File: src/rtl/vip_cfg_router.sv
// Config write router: posted-write FIFO feeding one output stage that strobes one of three banks.
// Optional stall watchdog, enabled with VIP_CFG_TIMEOUT_EN, abandons a stuck write after TIMEOUT stalled edges.
module vip_cfg_router #(
    parameter int FIFO_DEPTH = 4,
    parameter int TIMEOUT    = 1023
) (
    input  logic        clk,
    input  logic        reset,
    input  logic [8:0]  s_address,
    input  logic        s_write,
    input  logic [31:0] s_writedata,
    output logic        s_waitrequest,
    output logic [6:0]  m_address,
    output logic [31:0] m_writedata,
    output logic [2:0]  m_write,
    input  logic [2:0]  m_waitrequest,
    output logic        busy,
    output logic        err_unmapped,
    output logic        err_timeout,
    input  logic        err_clr
);

    localparam int AW = (FIFO_DEPTH > 1) ? $clog2(FIFO_DEPTH) : 1;
    localparam int CW = AW + 1;

    typedef struct packed {
        logic [1:0]  bank;
        logic [6:0]  rgst;
        logic [31:0] data;
    } entry_t;

    entry_t          mem_q [FIFO_DEPTH];
    logic [AW-1:0]   wr_ptr_q, wr_ptr_d;
    logic [AW-1:0]   rd_ptr_q, rd_ptr_d;
    logic [CW-1:0]   count_q, count_d;

    logic            act_q, act_d;
    logic [1:0]      bank_q, bank_d;
    logic [6:0]      addr_q, addr_d;
    logic [31:0]     data_q, data_d;
    logic            err_unm_q, err_unm_d;

    entry_t          push_ent;
    entry_t          head;
    logic            push, pop, load, stall, done, abort, free, unm_set;

    // Full flag comes from the registered count only, so a same-edge pop never admits a push.
    assign s_waitrequest = (count_q == CW'(FIFO_DEPTH));
    assign push          = s_write & ~s_waitrequest;
    assign push_ent      = {s_address[8:7], s_address[6:0], s_writedata};
    assign head          = mem_q[rd_ptr_q];

    assign m_write     = act_q ? (3'b001 << bank_q) : 3'b000;
    assign m_address   = addr_q;
    assign m_writedata = data_q;
    assign stall       = |(m_write & m_waitrequest);
    assign done        = act_q & ~stall;
    assign free        = ~act_q | done | abort;
    assign pop         = (count_q != '0) & free;
    assign load        = pop & (head.bank != 2'd3);
    assign busy        = (count_q != '0) | act_q;
    assign err_unmapped = err_unm_q;

    always_ff @(posedge clk) begin
        if (push) begin
            mem_q[wr_ptr_q] <= push_ent;
        end
    end

    always_comb begin
        wr_ptr_d = wr_ptr_q;
        rd_ptr_d = rd_ptr_q;
        count_d  = count_q;
        if (push) begin
            wr_ptr_d = wr_ptr_q + 1'b1;
        end
        if (pop) begin
            rd_ptr_d = rd_ptr_q + 1'b1;
        end
        if (push && !pop) begin
            count_d = count_q + 1'b1;
        end else if (!push && pop) begin
            count_d = count_q - 1'b1;
        end
    end

    // Output stage: a finishing write and the next load share one edge; bank 3 is popped and discarded.
    always_comb begin
        act_d   = act_q;
        bank_d  = bank_q;
        addr_d  = addr_q;
        data_d  = data_q;
        unm_set = 1'b0;
        if (free) begin
            act_d = 1'b0;
        end
        if (pop) begin
            if (head.bank == 2'd3) begin
                unm_set = 1'b1;
            end else begin
                act_d  = 1'b1;
                bank_d = head.bank;
                addr_d = head.rgst;
                data_d = head.data;
            end
        end
        err_unm_d = unm_set | (err_unm_q & ~err_clr);
    end

    always_ff @(posedge clk or posedge reset) begin
        if (reset) begin
            wr_ptr_q  <= '0;
            rd_ptr_q  <= '0;
            count_q   <= '0;
            act_q     <= 1'b0;
            bank_q    <= 2'd0;
            addr_q    <= 7'd0;
            data_q    <= 32'd0;
            err_unm_q <= 1'b0;
        end else begin
            wr_ptr_q  <= wr_ptr_d;
            rd_ptr_q  <= rd_ptr_d;
            count_q   <= count_d;
            act_q     <= act_d;
            bank_q    <= bank_d;
            addr_q    <= addr_d;
            data_q    <= data_d;
            err_unm_q <= err_unm_d;
        end
    end

`ifdef VIP_CFG_TIMEOUT_EN
    localparam int TW = $clog2(TIMEOUT + 1);

    logic [TW-1:0] to_cnt_q, to_cnt_d;
    logic          err_to_q, err_to_d;

    // Counter saturates at TIMEOUT; the following stalled edge abandons the write.
    assign abort       = stall & (to_cnt_q == TW'(TIMEOUT));
    assign err_timeout = err_to_q;

    always_comb begin
        to_cnt_d = to_cnt_q;
        if (load) begin
            to_cnt_d = '0;
        end else if (stall && (to_cnt_q != TW'(TIMEOUT))) begin
            to_cnt_d = to_cnt_q + 1'b1;
        end
        err_to_d = abort | (err_to_q & ~err_clr);
    end

    always_ff @(posedge clk or posedge reset) begin
        if (reset) begin
            to_cnt_q <= '0;
            err_to_q <= 1'b0;
        end else begin
            to_cnt_q <= to_cnt_d;
            err_to_q <= err_to_d;
        end
    end
`else
    logic timeout_unused;

    assign timeout_unused = (TIMEOUT != 0);
    assign abort          = 1'b0;
    assign err_timeout    = 1'b0;
`endif

endmodule

File: config.mk
export PLATFORM = sky130hd
export DESIGN_NAME = vip_cfg_router
export DESIGN_NICKNAME = d
export VERILOG_FILES = /design/src/rtl/vip_cfg_router.sv
export SDC_FILE = /design/constraint.sdc
export NUM_CORES = 1
export LEC_CHECK = 0
export ABC_AREA = 1
export BUFFER_PORTS_ARGS = -buffer_cell sky130_fd_sc_hd__buf_4
export CORE_UTILIZATION = 65
export CTS_BUF_LIST = sky130_fd_sc_hd__clkbuf_8
export DETAILED_ROUTE_END_ITERATION = 16
export PLACE_DENSITY = 0.94
export SYNTH_ARGS = -nofsm -noshare
export SYNTH_HDL_FRONTEND = slang
export SYNTH_SLANG_ARGS = --single-unit
File: constraint.sdc
create_clock -name clk -period 5.6 [get_ports clk]
set_clock_uncertainty 0.15 [all_clocks]
set_input_delay 0.56 -clock clk [delete_from_list [all_inputs] [get_ports clk]]
set_output_delay 0.56 -clock clk [all_outputs]
set_load 0.01 [all_outputs]
[Word-level counts from Yosys, hierarchy flattened]
Memory sizes are Yosys's and may differ from the RTL's.
Index checks and enable logic that the tools add are counted.
Word-level totals
  input bits: 48
  word-level logic and storage cells: 47
  bits in registers: 50
  memories: 1
  memory bits (writable): 164
  output and inout port bits: 46
Memories
  mem_q: depth 4, width 41, read ports 1, clocked after memory_dff 0, write ports 1, RTL line 32  | entry_t mem_q [FIFO_DEPTH];
Cells by class
  bitwise logic cells: 13
  add/sub/neg operators: 4
  reduce and logical (&&, ||, !) cells: 8
  shift-type cells: 1
  multiplexer cells: 10
  eq/ne operators: 2
Operator list (count)
  $mux 3: 3
  $mux 1: 7
  $not 1->1: 5
  $add 2x1->2 const B: 2
  $and 1x1->1: 4
  $add 3x1->3 const B: 1
  $and 3x3->3: 1
  $eq 3x3->1 const B: 1
  $or 1x1->1: 3
  $reduce_bool 3->1: 1
  $reduce_or 3->1: 1
  $shl 1x2->3 const A: 1
  $sub 3x1->3 const B: 1
  $eq 2x2->1 const B: 1
  $logic_and 1x1->1: 2
  $logic_not 1->1: 2
  $reduce_and 2->1: 1
  $reduce_bool 2->1: 1

[Logic depth before layout (Yosys ltp)]
Gate-level depths: netlist (run 1).
  depth in word-level cells: 11
  gate-level depth with buffers: 11
  gate-level depth less buffers: 11

[Least setup slack after synthesis (run 1)]
Ideal clock, no wire load.
  kind: in2reg
  start: input port s_write
  end: memory mem_q[0][0] (netlist name), enable pin
  library setup time: 0.440 ns
  setup slack: 2.561 ns
  data required time: 5.010 ns
  data arrival time: 2.449 ns
  path buffers: 0
  cell stages on the path: 2
  cell sequence: o21ai_1 nor2_1
Between the ends
  longest elaborated chain between the ends: 3
RTL lines
  start: declaration: RTL line 10  | input logic s_write,
  $and 1x1->1: RTL line 49  | assign push = s_write & ~s_waitrequest;
  $mux 1: RTL line 65  | if (push) begin
  $mux 1 (implied by the code): RTL line 66  | mem_q[wr_ptr_q] <= push_ent;
  end: declaration: RTL line 32
Every way passes these cells.

[Worst setup path after layout (run 1)]
  start: register rd_ptr_q[1]
  end: register data_q[18], in the netlist m_writedata[18]
Between the ends
  longest elaborated chain between the ends: 4
RTL lines
  start: declaration: RTL line 34  | logic [AW-1:0] rd_ptr_q, rd_ptr_d;
  start signal: assignment: RTL line 122  | rd_ptr_q <= rd_ptr_d;
  $mem_v2 4x41 (*)
  $eq 2x2->1: RTL line 98  | if (head.bank == 2'd3) begin
  $not 1->1 (no source line)
  $reduce_and 2->1 (no source line)
  end signal: assignment: RTL line 127  | data_q <= data_d;
  end: declaration: RTL line 40  | logic [31:0] data_q, data_d;
Mark *: on every way between the ends. The rest lies on a longest branch, timed or not.
A chain may end at the register's enable or synchronous reset.

==> impl_metrics.py, run 1 <==
metrics = {
    "outcome": {
        "outcome": "complete, no violations",
    },
    "cts": {
        "cts.repair.resized": 0,
        "insertion_delay_ns": 0.49,
        "ctsRootBufferMaster": "clkbuf_8",
        "numCtsBuffers": 34,
        "clkTransAtPathRegs_ns": 0.06,
        "cts_setup_buffers": 0,
        "htree_levels": 2,
        "hold_buffers": 0,
        "cts_tree": "yes",
        "clock_sinks": 214,
        "clock_path_buffers": 3,
    },
    "logic_synthesis": {
        "ys_warn_count": 0,
        "synthSimpleGateAreaFrac_pct": 13.7,
        "muxShareOfSynthArea_pct": 0,
        "synth_top_area_share_pct": 59.0,
        "ys_seq_elements": 214,
        "yosysTopAreaCell": "edfxtp_1",
        "synth_xor_xnor_area_share_pct": 0.420,
        "yosys_most_used_dff": "edfxtp_1",
        "syn_nets": 748,
        "synth_compound_area_share_pct": 7.54,
        "synth.distinct_cells": 26,
        "netlist_area_mm2": 0.00834,
        "yosysMostFrequentCell": "edfxtp_1",
        "synth_cells": 694,
        "async_reset_ff_share_pct": 23.4,
        "synth_area_leaders": "edfxtp_1, dfrtp_1, o21ai_0, nor2_1, nand2_1",
        "synth_adder_area_share_pct": 0.990,
        "seq_area_frac_synth_pct": 74.0,
        "synth_common_cells": "edfxtp_1, nor2_1, nand2_1",
        "synth_edf_count": 164,
        "synth_top_family_by_area": "simple AND/OR/NAND/NOR gates",
        "syn-mean-instance-area_um2": 12.0,
    },
    "timing": {
        "worstMarginPinSlew_ns": 1.29,
        "timing.fmax_ghz": 0.263,
        "period_needed_ns": 3.80,
        "slew_violations": 0,
        "setup_viol": 0,
        "finalHoldViolCount": 0,
        "finalSetupTns_ns": 0,
        "fin_ws_ns": 1.80,
        "rsz0062_at_grt": "no",
        "slew_headroom_pct": 14.3,
        "period_share_pct": 67.9,
    },
    "grt": {
        "antenna_found_initial": 0,
        "grt-ovfl-total": 0,
        "grt.total_usage_pct": 28.0,
        "grt_first_pass_wirelength_mm": 27.9,
        "grt_start_max_net_pins": 87,
        "grt_pass1_vias": 5741,
    },
    "floorplan": {
        "die_h_um": 115,
        "num_io_pins": 94,
        "rows": 41,
        "fp.dieW_um": 115,
        "core_area_mm2": 0.0126,
        "initial_core_util_pct": 66.4,
        "dieArea_mm2": 0.0133,
    },
    "finish": {
        "final_area_mm2": 0.00978,
        "num-fill-cells": 727,
        "nNetsFinal": 845,
        "antenna_cells": 0,
        "fin_cells": 987,
        "areaGrowthSynthToFinish_pct": 17.2,
        "multi_input_area_mm2": 0.00192,
        "drive_above_1_share_pct": 19.0,
        "seq_area_mm2": 0.00618,
    },
    "place": {
        "detailedPlace.worstSlack_ns": 1.91,
        "place_inst": 927,
        "hpwl_mm": 9.94,
        "routabilityCongestion": 0.749,
        "place_area_mm2": 0.00914,
        "numPortBuffers": 92,
    },
    "detailed_routing": {
        "vias": 5630,
        "wl_mm": 17.7,
        "wl_per_cell_um": 17.9,
        "drc": 0,
        "dr.pass1.iters": 5,
        "drt_iter0_markers": 717,
        "final_antenna_net_count": 0,
        "via_per_inst": 5.70,
    },
    "critical_path": {
        "crit_arrival_ns": 4.06,
        "crit_path_max_incr_delay_ns": 0.95,
        "path_cells": "inv_2, nand3_1, nand2_1, nand2_2, nand2_2, nand2_1, nand2_1",
        "critPathKind": "reg -> reg",
        "start_kind": "flop",
        "cp_max_fo": 81,
        "endpoint_kind": "flop",
        "cp_common_cell": "nand2_1",
        "required_ns": 5.85,
        "crit_path_top_delay_cell": "nand2_2",
    },
    "hold_path": {
        "worst_hold_path_type": "in -> reg",
    },
    "power": {
        "leakagePower_nw": 3.95,
        "peakVddDrop_v": 0.000366,
        "p_per_area_mw_per_mm2": 591,
    },
    "run": {
        "drv_cap": 0,
    },
}
## cell usage in the layout (no fill, tap or decap), drive strengths merged
cell type,n
conb,1
edfxtp,164
nor2,129
xnor2,1
clkinv,5
ha,5
xor2,3
buf,99
inv,36
fa,1
clkbuf,41
dfrtp,50
nand3,44
nand2,107
a21oi,2
nor3,1
o21ai,123
or2,1
nand4,2
## critical path: cells and delay by family, from the launching register on
family	cells	cell delay (ns)
flops	1	0.43
simple gates	6	2.16
buf+inv	1	0.93
## registers in the layout, indices dropped and copies added (netlist names)
register	count
mem_q	164
m_writedata	32
m_address	7
count_q	3
bank_q	2
rd_ptr_q	2
wr_ptr_q	2
act_q	1
err_unmapped	1
## metal layers
| layer | vias up | share of wire (%) | global-route usage, % |
|---|---|---|---|
| met5 | - | 0 | 0 |
| met4 | 0 | 2.4 | 12.2 |
| met3 | 45 | 8.0 | 5.38 |
| met2 | 266 | 51 | 48.3 |
| met1 | 2732 | 38 | 34.9 |
| li1 | 2587 | - | - |
## report_power, final
| part | internal (mW) | leakage (nW) | switching, mW |
|---|---|---|---|
| combinational | 0.719 | 1.47 | 1.46 |
| clock | 0.660 | 0.382 | 0.573 |
| sequential | 2.18 | 2.11 | 0.182 |
| total | 3.56 | 3.95 | 2.21 |
## cells by family (layout without fill, tap and decap cells)
logic type | after synthesis | count (layout)
AND/OR/NAND/NOR | 284 | 284
adder cells (fa/ha/maj) | 6 | 6
XOR/XNOR | 4 | 4
other | 1 | 1
AO/OA/AOI/OAI | 125 | 125
buffers and inverters | 60 | 181
flip-flops | 214 | 214
## layout make-up
class,count,share of cell area (%)
Sequential cell,214,63.2
Multi-Input combinational cell,420,19.7
Timing Repair Buffer,99,7.60
Clock buffer,41,5.77
Tap cell,172,2.20
Inverter,22,0.844
Clock inverter,19,0.755
## metrics by stage
| stage | power [mW] | util [%] | hold WS, ns |
|---|---|---|---|
| 2_1_floorplan | 3.82 | - | 0.336 |
| 3_3_place_gp | 4.34 | 72.7 | 0.306 |
| 3_5_place_dp | 4.54 | 72.7 | 0.314 |
| 4_1_cts | 5.78 | 77.8 | 0.0939 |
| 5_1_grt | 6.15 | 77.8 | 0.0941 |
| 6_report | 5.78 | 77.8 | 0.115 |
## path summary, 6_finish.rpt
check | start | to | slack (ns) | cells past startpoint
max in group asynchronous | reset | rd_ptr_q[0] | 4.66 | 3
hold reg to reg | m_address[6] | m_address[6] | 0.33 | 2
hold / removal | s_writedata[15] | mem_q[1][15] | 0.11 | 1
setup reg to reg | rd_ptr_q[1] | m_writedata[18] | 1.80 | 7
setup / recovery | rd_ptr_q[1] | m_writedata[18] | 1.80 | 7
min in group asynchronous | reset | bank_q[1] | 0.13 | 3
(Power assumes the default switching activity.)
==> inputs of run 2 (changes only) <==
- ABC_AREA: 1 -> 0
- CORE_UTILIZATION: 65 -> 54
- PLACE_DENSITY: 0.94 -> 0.85
- clock period: 5.6 -> 3.1 ns (I/O delays scaled with it)
==> run 2 against run 1 <==
Net effect:
- die area increased by 15%
- worst hold slack worse by 0.045 ns
- synthesized cell count decreased by 48%
- sequential power grew 83%
==> impl_metrics.py, run 2 <==
metrics = {
    "cts": {
        "clock_path_buffers": 3,
        "htree_levels": 1,
        "ctsRootBufferMaster": "clkbuf_8",
        "cts_tree": "yes",
        "clkTransAtPathRegs_ns": 0.06,
        "numCtsBuffers": 31,
        "clock_sinks": 214,
        "insertion_delay_ns": 0.54,
    },
    "logic_synthesis": {
        "yosys_most_used_dff": "edfxtp_1",
        "synth_cells": 359,
        "syn-mean-instance-area_um2": 22.3,
        "seq_area_frac_synth_pct": 77.0,
        "ys_warn_count": 0,
        "yosysMostFrequentCell": "edfxtp_1",
        "synth.distinct_cells": 34,
        "synth_top_area_share_pct": 61.4,
        "netlist_area_mm2": 0.00802,
        "yosysTopAreaCell": "edfxtp_1",
        "synth_common_cells": "edfxtp_1, dfrtp_1, mux4_2",
        "async_reset_ff_share_pct": 23.4,
        "ys_seq_elements": 214,
        "synth_edf_count": 164,
        "syn_nets": 413,
        "synth_area_leaders": "edfxtp_1, dfrtp_1, mux4_2, mux2_2, mux2_4",
    },
    "finish": {
        "areaGrowthSynthToFinish_pct": 24.1,
        "top_register": "mem_q",
        "antenna_cells": 0,
        "largest_register_ffs": 164,
        "num-fill-cells": 908,
        "final_area_mm2": 0.00995,
        "nNetsFinal": 576,
        "seq_area_mm2": 0.00618,
        "multi_input_area_mm2": 0.00173,
        "drive_above_1_share_pct": 42.7,
        "final_cell_mix": "edfxtp_1, buf_4, dfrtp_1, dlygate4sd3_1, mux4_2",
        "layout_commonest_cell": "edfxtp_1",
    },
    "floorplan": {
        "die_h_um": 124,
        "core_area_mm2": 0.0145,
        "fp.dieW_um": 124,
        "dieArea_mm2": 0.0153,
        "num_io_pins": 94,
        "initial_core_util_pct": 55.2,
        "rows": 44,
    },
    "detailed_routing": {
        "wl_per_cell_um": 19.9,
        "drt_iter0_markers": 244,
        "dr.pass1.iters": 4,
        "final_antenna_net_count": 0,
        "wl_mm": 14.5,
        "vias": 3935,
        "via_per_inst": 5.39,
        "drc": 0,
    },
    "timing": {
        "slew_violations": 0,
        "finalSetupTns_ns": 0,
        "slew_headroom_pct": 42.9,
        "timing.fmax_ghz": 0.415,
        "period_needed_ns": 2.41,
        "setup_viol": 0,
        "worstMarginPinSlew_ns": 0.855,
        "rsz0062_at_grt": "no",
        "fin_ws_ns": 0.693,
        "finalHoldViolCount": 0,
        "period_share_pct": 77.6,
    },
    "critical_path": {
        "cp_max_fo": 7,
        "required_ns": 3.40,
        "crit_arrival_ns": 2.71,
        "start_kind": "flop",
        "reg2reg_depth": 8,
        "critPathKind": "reg -> reg",
        "endpoint_kind": "flop",
    },
    "power": {
        "p_sw_mw": 2.87,
        "p_clk_share_pct": 20.3,
        "p_per_area_mw_per_mm2": 975,
        "peakVddDrop_v": 0.000514,
        "swShare_pct": 29.6,
        "combPwrFrac_pct": 35.0,
        "power_frac_seq_pct": 44.7,
        "p_int_mw": 6.83,
        "leakagePower_nw": 3.75,
    },
    "place": {
        "numPortBuffers": 92,
        "place_area_mm2": 0.00897,
        "hpwl_mm": 9.00,
        "routabilityCongestion": 0.743,
        "detailedPlace.worstSlack_ns": 0.662,
    },
    "outcome": {
        "outcome": "complete, no violations",
    },
    "grt": {
        "grt.total_usage_pct": 20.2,
        "grt-ovfl-total": 0,
        "grt_pass1_vias": 4262,
        "antenna_found_initial": 0,
        "grt_start_max_net_pins": 42,
        "grt_first_pass_wirelength_mm": 22.5,
    },
    "hold_path": {
        "worst_hold_path_type": "in -> reg",
        "holdPathStages": 4,
    },
    "run": {
        "drv_cap": 0,
    },
}
## run 2: timing repair
action                                  in CTS  in global routing
gates resized for setup                      0                  0
hold endpoints to repair                   201                  0
buffers inserted                             0                  0
hold buffers                                43                  0
endpoints found under the setup margin       0                  0
## run 2: worst paths after layout
kind                       slack [ns]             start         endpoint
min                              0.07  m_waitrequest[2]            act_q
min in group asynchronous        0.37             reset      wr_ptr_q[1]
max reg2reg                      0.69        count_q[0]       count_q[2]
min reg2reg                      0.36        count_q[2]       count_q[2]
max in group asynchronous        1.71             reset  m_writedata[31]
max                              0.69        count_q[0]       count_q[2]
## run 2: through the flow
stage	total power, mW	utilization (%)	hold WS (ns)	std cells
6_report	9.71	68.5	0.0698	730
3_5_place_dp	7.81	61.7	0.344	630
2_1_floorplan	6.65	-	0.259	359
4_1_cts	9.83	68.5	0.0403	730
3_3_place_gp	7.63	61.7	0.313	630
5_1_grt	10.2	68.5	0.0860	730
## run 2: cells by family (layout without fill, tap and decap cells)
group,after synthesis,in the layout,synth area share [%]
compound gates,7,7,0.608
xor+xnor,6,6,0.655
fa+ha+maj,6,6,1.03
buf+inv,23,210,1.48
flops,214,214,77.0
mux,82,82,17.7
other cells,1,1,0.0468
simple gates,20,20,1.45
## run 2: worst max-delay path, stage by stage, from the launching register on
cell	delay [ns]
dfrtp_1	0.44
or3_1	0.45
o211ai_2	0.16
ha_1	0.25
inv_1	0.06
fa_1	0.38
xor2_1	0.15
nor2_1	0.12
xor2_1	0.17
## run 2: power groups by stage
stage,clock network (mW),logic (mW),registers [mW]
finish,1.97,3.40,4.33
global route,2.13,3.68,4.42
CTS,2.02,3.47,4.35
detailed placement,0,3.41,4.40
global placement,0,3.30,4.34
floorplan,0,2.30,4.35
## run 2: metal layers
| metal | vias up | track usage [%] | wire [um] |
|---|---|---|---|
| met5 | - | 0 | 0 |
| met4 | 0 | 6.02 | 201 |
| met3 | 20 | 3.62 | 787 |
| met2 | 123 | 34.8 | 7550 |
| met1 | 2029 | 26.5 | 5960 |
| li1 | 1763 | - | - |
## run 2: layout make-up
| class | instances | share of cell area [%] |
|---|---|---|
| multi-input combinational | 122 | 17.4 |
| tap | 184 | 2.31 |
| timing repair buffer | 146 | 12.3 |
| sequential | 214 | 62.1 |
| inverter | 7 | 0.264 |
| clock inverter | 23 | 0.905 |
| clock buffer | 34 | 4.70 |
